--- src/rtl/conv_pkg.sv ---
// Shared types and constants for the byte-to-word packer.
// Lane parity helper is used only when BYTE_WORD_PACKER_PARITY_EN is defined.
package conv_pkg;

    typedef logic [7:0]  byte_t;
    typedef logic [63:0] word_t;

    localparam int BYTES_PER_WORD = 8;
    localparam int BCNT_W         = 3;

    // Bit i is the XOR of byte lane i, so lane plus bit carries even ones.
    function automatic logic [7:0] lane_parity(input word_t w);
        logic [7:0] p;
        p = '0;
        for (int i = 0; i < BYTES_PER_WORD; i++) begin
            p[i] = ^w[8*i +: 8];
        end
        return p;
    endfunction

endpackage

--- src/rtl/packer_fifo.sv ---
// Synchronous word FIFO with a registered head-of-queue output.
// Push into an empty FIFO is visible on dout one cycle later.
module packer_fifo
    import conv_pkg::*;
#(
    parameter int WIDTH = 64,
    parameter int DEPTH = 2
) (
    input  logic             clk,
    input  logic             rst,
    input  logic             push,
    input  logic [WIDTH-1:0] din,
    input  logic             pop,
    output logic             full,
    output logic             empty,
    output logic [WIDTH-1:0] dout
);

    localparam int AW = (DEPTH > 1) ? $clog2(DEPTH) : 1;
    localparam int CW = $clog2(DEPTH + 1);

    logic [WIDTH-1:0] r_mem [DEPTH];
    logic [AW-1:0]    r_rd;
    logic [AW-1:0]    r_wr;
    logic [CW-1:0]    r_cnt;
    logic             r_valid;
    logic [WIDTH-1:0] r_dout;

    logic             w_pop;
    logic             w_push;
    logic [AW-1:0]    w_rd_nxt;
    logic [CW-1:0]    w_cnt_pop;
    logic [CW-1:0]    w_cnt_nxt;

    assign full  = (r_cnt == CW'(DEPTH));
    assign empty = !r_valid;
    assign dout  = r_dout;

    // A pop frees a slot for a push in the same cycle, even when full.
    assign w_pop     = pop && r_valid;
    assign w_push    = push && (!full || w_pop);
    assign w_rd_nxt  = w_pop ? r_rd + AW'(1) : r_rd;
    assign w_cnt_pop = w_pop ? r_cnt - CW'(1) : r_cnt;
    assign w_cnt_nxt = w_push ? w_cnt_pop + CW'(1) : w_cnt_pop;

    always_ff @(posedge clk) begin
        if (w_push) begin
            r_mem[r_wr] <= din;
        end
    end

    always_ff @(posedge clk) begin
        if (rst) begin
            r_rd    <= '0;
            r_wr    <= '0;
            r_cnt   <= '0;
            r_valid <= 1'b0;
            r_dout  <= '0;
        end else begin
            if (w_push) begin
                r_wr <= r_wr + AW'(1);
            end
            r_rd    <= w_rd_nxt;
            r_cnt   <= w_cnt_nxt;
            r_valid <= (w_cnt_nxt != '0);
            // Head comes from the bypass only when nothing older remains.
            if (w_push && (w_cnt_pop == '0)) begin
                r_dout <= din;
            end else if (w_cnt_pop != '0) begin
                r_dout <= r_mem[w_rd_nxt];
            end
        end
    end

endmodule

--- src/rtl/byte_word_packer.sv ---
// Collects 8 bytes into a 64-bit word and queues it in packer_fifo.
// Optional lane parity output: define BYTE_WORD_PACKER_PARITY_EN.
module byte_word_packer
    import conv_pkg::*;
#(
    parameter int DEPTH     = 2,
    parameter bit MSB_FIRST = 1'b1
) (
    input  logic        clk_out,
    input  logic        rst,
    input  logic        valid_in,
    input  logic [7:0]  data_in,
    output logic        word_valid,
    input  logic        word_ready,
    output logic [63:0] word_data,
    output logic        overflow,
    output logic [2:0]  byte_cnt
`ifdef BYTE_WORD_PACKER_PARITY_EN
    ,
    output logic [7:0]  word_parity
`endif
);

    word_t             r_asm;
    logic [BCNT_W-1:0] r_cnt;
    logic              r_ovf;

    logic [BCNT_W-1:0] w_lane;
    word_t             w_word;
    logic              w_push;
    logic              w_pop;
    logic              w_full;
    logic              w_empty;

    assign w_lane = MSB_FIRST ? ~r_cnt : r_cnt;
    assign w_push = valid_in && (r_cnt == BCNT_W'(BYTES_PER_WORD - 1));
    assign w_pop  = !w_empty && word_ready;

    // Completed word includes the byte arriving this cycle.
    always_comb begin
        w_word = r_asm;
        w_word[{w_lane, 3'b000} +: 8] = data_in;
    end

    always_ff @(posedge clk_out) begin
        if (rst) begin
            r_asm <= '0;
            r_cnt <= '0;
            r_ovf <= 1'b0;
        end else begin
            if (valid_in) begin
                r_cnt <= r_cnt + BCNT_W'(1);
                r_asm <= w_push ? '0 : w_word;
            end
            if (w_push && w_full && !w_pop) begin
                r_ovf <= 1'b1;
            end
        end
    end

    assign word_valid = !w_empty;
    assign overflow   = r_ovf;
    assign byte_cnt   = r_cnt;

`ifdef BYTE_WORD_PACKER_PARITY_EN
    logic [71:0] w_fifo_out;

    packer_fifo #(
        .WIDTH (72),
        .DEPTH (DEPTH)
    ) u_fifo (
        .clk   (clk_out),
        .rst   (rst),
        .push  (w_push),
        .din   ({lane_parity(w_word), w_word}),
        .pop   (w_pop),
        .full  (w_full),
        .empty (w_empty),
        .dout  (w_fifo_out)
    );

    assign word_data   = w_fifo_out[63:0];
    assign word_parity = w_fifo_out[71:64];
`else
    packer_fifo #(
        .WIDTH (64),
        .DEPTH (DEPTH)
    ) u_fifo (
        .clk   (clk_out),
        .rst   (rst),
        .push  (w_push),
        .din   (w_word),
        .pop   (w_pop),
        .full  (w_full),
        .empty (w_empty),
        .dout  (word_data)
    );
`endif

endmodule

--- config.mk ---
export PLATFORM = sky130hd
export DESIGN_NAME = byte_word_packer
export DESIGN_NICKNAME = d
export VERILOG_FILES = /design/src/rtl/conv_pkg.sv /design/src/rtl/packer_fifo.sv /design/src/rtl/byte_word_packer.sv
export SDC_FILE = /design/constraint.sdc
export NUM_CORES = 1
export LEC_CHECK = 0
export ABC_CLOCK_PERIOD_IN_PS = 14900
export CORE_MARGIN = 10
export CORE_UTILIZATION = 30
export CTS_CLUSTER_DIAMETER = 80
export DETAILED_ROUTE_END_ITERATION = 16
export PLACE_DENSITY = 0.52
export SYNTH_ARGS = -nofsm -noshare
export SYNTH_HDL_FRONTEND = slang
export SYNTH_HIERARCHICAL = 1
export SYNTH_SLANG_ARGS = --single-unit
--- constraint.sdc ---
create_clock -name clk_out -period 14.9 [get_ports clk_out]
set_clock_uncertainty 0.15 [all_clocks]
set_input_delay 1.49 -clock clk_out [delete_from_list [all_inputs] [get_ports clk_out]]
set_output_delay 1.49 -clock clk_out [all_outputs]
set_load 0.02 [all_outputs]
---- Yosys cells after proc, flatten, opt, wreduce, memory -nomap -nowiden ----
Memories as Yosys holds them, arrays and structs flattened.
Cells that the tools add are included.
operators by class
  add/subtract/negate cells ............... 6
  shift-type cells ........................ 2
  bitwise operators ....................... 1
  reductions and logical operators ........ 14
  equal/unequal tests ..................... 2
  mux-type cells .......................... 9
operators by type and width
  kind                      number
  $mux W64                  3
  $bwmux W64                1
  $shift A8 B8 Y64 const A  1
  $shiftx A8 B8 Y64         1
  $neg A6 Y8                1
  $logic_and A1 B1 Y1       7
  $reduce_bool A2 Y1        3
  $mux W2                   2
  $add A3 B1 Y3 const B     1
  $eq A3 B3 Y1 const B      1
  $mux W1                   3
  $not A3 Y3                1
  $add A1 B1 Y1 const B     2
  $add A2 B1 Y2 const B     1
  $eq A2 B2 Y1 const B      1
  $logic_not A1 Y1          2
  $logic_not A2 Y1          1
  $sub A2 B1 Y2 const B     1
  $logic_or A1 B1 Y1        1
storage, ports and cells
  input port bits ......................... 12
  memories ................................ 1
  register bits after elaboration ......... 137
  bits in writable memories ............... 128
memories
  name          depth  bits a word  rd ports  clocked after memory_dff  wr ports  line               RTL
  u_fifo.r_mem  2      64           1         0                         1         packer_fifo.sv:22  logic [WIDTH-1:0] r_mem [DEPTH];

---- Depth between registers and ports, before layout ----
  depth in word-level cells ............... 6
  gate-level depth with buffers ........... 11
  depth with buffers taken out ............ 9

---- Hierarchy ----
Netlist, hierarchy kept.
modules (own cells, without submodules)
  module            times used  area each (um^2)  cells an instance
  packer_fifo       1           7647.3            597
  byte_word_packer  1           3659.8            355

---- Worst setup path before layout ----
OpenSTA, ideal clock, no wires.
  path type ............................... input-to-reg
  start ................................... input valid_in
  end ..................................... memory u_fifo.r_mem[0][0] (enable)
  data required time ...................... 14264 ps
  slack ................................... 9392 ps
  arrival time ............................ 4871 ps
  buffers on the path ..................... 2
  stages on the path ...................... 5
  path through ............................ buf_2 > and2_1 > nand2_2 > buf_2 > nor2_1
on the way
  cells in the longest elaborated chain, start to end .. 4
RTL lines
  what                           line                    RTL
  start: declaration             byte_word_packer.sv:11  input logic valid_in,
  $logic_and A1 B1 Y1            byte_word_packer.sv:36  assign w_push = valid_in && (r_cnt == BCNT_W'(BYTES_PER_WORD - 1));
  net w_push                     byte_word_packer.sv:30  logic w_push;
  $logic_and A1 B1 Y1            packer_fifo.sv:41       assign w_push = push && (!full || w_pop);
  $mux W1                        packer_fifo.sv:47       if (w_push) begin
  $mux W1 (not written as such)  packer_fifo.sv:48       r_mem[r_wr] <= din;
  end: declaration               packer_fifo.sv:22
The timed path passes the listed nets, and every way through them passes these cells.

---- Final worst setup path ----
  start ................................... input valid_in
  end ..................................... memory u_fifo.r_mem[1][2] (enable)
Same word-level chain as after synthesis.

==> impl_metrics.sql <==
INSERT INTO impl_metrics (metric_group, metric, value, unit) VALUES
('run_status', 'status', 'finished clean', ''),
('synthesis', 'synth_top_cells_by_count', 'dfxtp_1 (137), nand2_1 (134), edfxtp_1 (128)', ''),
('clock_tree', 'postCtsSetupRepairBufs', '0', ''),
('timing', 'period_minus_slack', '4689', 'ps'),
('routing', 'routed_wl', '32.04', 'mm'),
('synthesis', 'ys.warnings.count', '6', ''),
('synthesis', 'synth.most_common_cell', 'dfxtp_1', ''),
('placed_design', 'placement.io_buffers', '80', ''),
('power', 'power.leakage', '4.740', 'nW'),
('critical_path', 'setup.worst_path.class', 'in2reg', ''),
('die', 'vertical_extent_of_the_die', '214.1', 'microns'),
('die', 'fp-row-count', '71', ''),
('routing', 'detail-route-antenna-nets', '0', ''),
('synthesis', 'synth_top_area_cell', 'edfxtp_1', ''),
('critical_path', 'worst_path_most_repeated_cell', 'buf_4', ''),
('cells_and_area', 'final_net_count', '1013', ''),
('synthesis', 'synth_cell_types', '49', ''),
('clock_tree', 'cts_buffers', '29', ''),
('synthesis', 'avgSynthCellArea', '11.88', 'sq um'),
('critical_path', 'crit_path_cell_trace', 'clkdlybuf4s50_1, and2_2, buf_4, and3_2, buf_4', ''),
('synthesis', 'syn-cell-area', '11310', 'sq um'),
('synthesis', 'yosys_register_bits', '265', ''),
('critical_path', 'cp_slowest_stage_delay', '920', 'ps'),
('global_routing', 'met3_capacity_usage_during_global_routing', '0.02228', ''),
('die', 'die-area', '45860', 'sq um'),
('synthesis', 'synthTopCellsByArea', 'edfxtp_1 (34%), dfxtp_1 (24%), a311oi_1 (5.0%)', ''),
('clock_tree', 'cts_root_buffer', 'clkbuf_16', ''),
('global_routing', 'grt_util_met2', '0.2165', ''),
('die', 'start_util', '0.3023', ''),
('placed_design', 'gp_congestion', '0.7940', ''),
('routing', 'routedWlPerCell', '20.99', 'microns'),
('cells_and_area', 'post_route_cells_drive_above_1_share', '0.1103', ''),
('global_routing', 'use_met1', '0.1815', ''),
('routing', 'detail_route.vias_per_cell', '5.251', ''),
('routing', 'drtPass1Iterations', '5', ''),
('synthesis', 'synth.top_cell.area_share', '0.3399', ''),
('min_path', 'type_of_the_tightest_min_delay_check', 'reg2reg', ''),
('timing', 'slew_violations', '0', ''),
('global_routing', 'grt_overflow', '0', ''),
('synthesis', 'yosys-mux-area-fraction', '0.03452', ''),
('clock_tree', 'clock_insertion_delay_at_the_later_pin_of_the_skew_report', '540', 'ps'),
('placed_design', 'detailedPlacementHpwl', '19.38', 'mm'),
('timing', 'period_share', '0.3147', ''),
('routing', 'drt_drc_violations_left', '0', ''),
('clock_tree', 'clock_path_buffers', '3', ''),
('die', 'ioPinCount', '81', ''),
('critical_path', 'critical_path.slowest_cell', 'clkdlybuf4s50_1', ''),
('synthesis', 'synth_fa_ha_area_frac', '0.008852', ''),
('synthesis', 'syn_inst', '952', ''),
('global_routing', 'busiest_layer', 'met2', ''),
('global_routing', 'grt_first_pass_wirelength', '49.65', 'mm'),
('global_routing', 'grt_util_all_layers', '0.1334', ''),
('critical_path', 'family_with_the_most_delay_on_the_worst_path', 'buffers and inverters', ''),
('timing', 'max_clock_freq', '0.2133', 'GHz'),
('synthesis', 'ys_seq_area_frac', '0.5825', ''),
('die', 'chipWidth', '214.1', 'microns'),
('critical_path', 'worst_setup_ep_type', 'flip-flop', ''),
('power', 'ir_worst_vdd', '0.00008617', 'V'),
('critical_path', 'crit_path_max_fo', '67', ''),
('timing', 'hold_viol', '0', ''),
('critical_path', 'cp_data_required_time', '14920', 'ps'),
('die', 'core_area', '37400', 'sq um'),
('clock_tree', 'ctsResizeCount', '0', ''),
('routing', 'via_count', '8013', ''),
('power', 'powerDensity', '113.0', 'nW/um^2'),
('clock_tree', 'cts_tree', 'yes', ''),
('synthesis', 'synth_xor_area_frac', '0.006307', ''),
('cells_and_area', 'finish.utilization', '0.3547', ''),
('synthesis', 'synth_edf_count', '128', ''),
('timing', 'tightestPinTransition', '1217', 'ps'),
('clock_tree', 'path_clk_slew', '60', 'ps');
-- layer usage --
layer	vias up	routed length [microns]
li1	3754	-
met1	4034	14900
met2	183	15280
met3	42	1363
met4	0	497
met5	-	0
-- metrics by stage --
stage | cell area, sq um | power (mW) | std cells | hold WS (ps) | worst slack (ps)
global placement | 12390 | 0.8518 | 1473 | 288.5 | 9648
CTS | 13270 | 1.514 | 1526 | 310.2 | 10190
finish | 13270 | 1.499 | 1526 | 309.8 | 10210
detailed placement | 12390 | 0.8524 | 1473 | 292.7 | 9628
global route | 13270 | 1.551 | 1526 | 322.1 | 10010
floorplan | 11310 | 0.8274 | 952 | 276.9 | 9392
-- cells by family (layout without fill, tap and decap cells) --
| logic type | Yosys count | in the layout |
|---|---|---|
| fa+ha+maj | 8 | 8 |
| xor+xnor | 6 | 6 |
| simple gates | 277 | 277 |
| mux | 35 | 35 |
| buf+inv | 92 | 155 |
| compound gates | 269 | 269 |
| flops | 265 | 265 |
-- placed cells by master, fill, tap and decap left out, types with 5 or more instances in the layout --
master / netlist / routed
dfxtp_1: 137 / 137
nand2_1: 134 / 134
edfxtp_1: 128 / 128
clkdlybuf4s50_1: 0 / 79
and3_1: 67 / 66
a211oi_1: 65 / 65
a311oi_1: 64 / 64
a22o_1: 48 / 48
mux2_2: 32 / 32
o2bb2ai_1: 32 / 32
clkbuf_16: 0 / 29
nor2b_1: 26 / 26
nor2_1: 18 / 17
o21ai_0: 16 / 16
a32oi_1: 16 / 16
a21oi_1: 16 / 16
buf_4: 2 / 12
inv_1: 11 / 10
nand2b_1: 10 / 10
clkinv_2: 0 / 9
ha_1: 8 / 8
clkbuf_1: 39 / 8
a41oi_2: 5 / 5
clkbuf_8: 0 / 5
-- worst paths after layout --
path | slack (ps) | depth (start not counted) | from | endpoint
setup / recovery | 10210 | 5 | valid_in | u_fifo/r_mem[1][2]$_DFFE_PP_
hold / removal | 310 | 1 | r_asm[17]$_SDFFE_PP0P_ | r_asm[17]$_SDFFE_PP0P_
setup reg to reg | 10510 | 7 | byte_cnt[0]$_SDFFE_PP0P_ | u_fifo/r_mem[1][2]$_DFFE_PP_
hold reg to reg | 310 | 1 | r_asm[17]$_SDFFE_PP0P_ | r_asm[17]$_SDFFE_PP0P_
-- layout make-up --
cell class | instances | area, sq um
clock buffers | 42 | 824.5
clock inverters | 11 | 51.30
fillers | 3699 | 24130
inverters | 11 | 42.54
multi-input cells | 595 | 4240
flip-flops and latches | 265 | 6586
well taps | 511 | 639.4
repair buffers | 91 | 880.8
-- power breakdown --
| part | leakage, nW | switching [mW] | internal (mW) |
|---|---|---|---|
| registers | 2.30 | 0.00480 | 0.764 |
| logic | 2.00 | 0.0478 | 0.0208 |
| clock network | 0.439 | 0.281 | 0.381 |
-- registers in the layout (all words and copies together) (netlist names) --
register,flops
byte_cnt,3
overflow,1
r_asm,64
u_fifo/dout,64
u_fifo/r_cnt,2
u_fifo/r_mem,128
u_fifo/r_rd,1
u_fifo/r_valid,1
u_fifo/r_wr,1
Power figures use the tool's default switching activity.
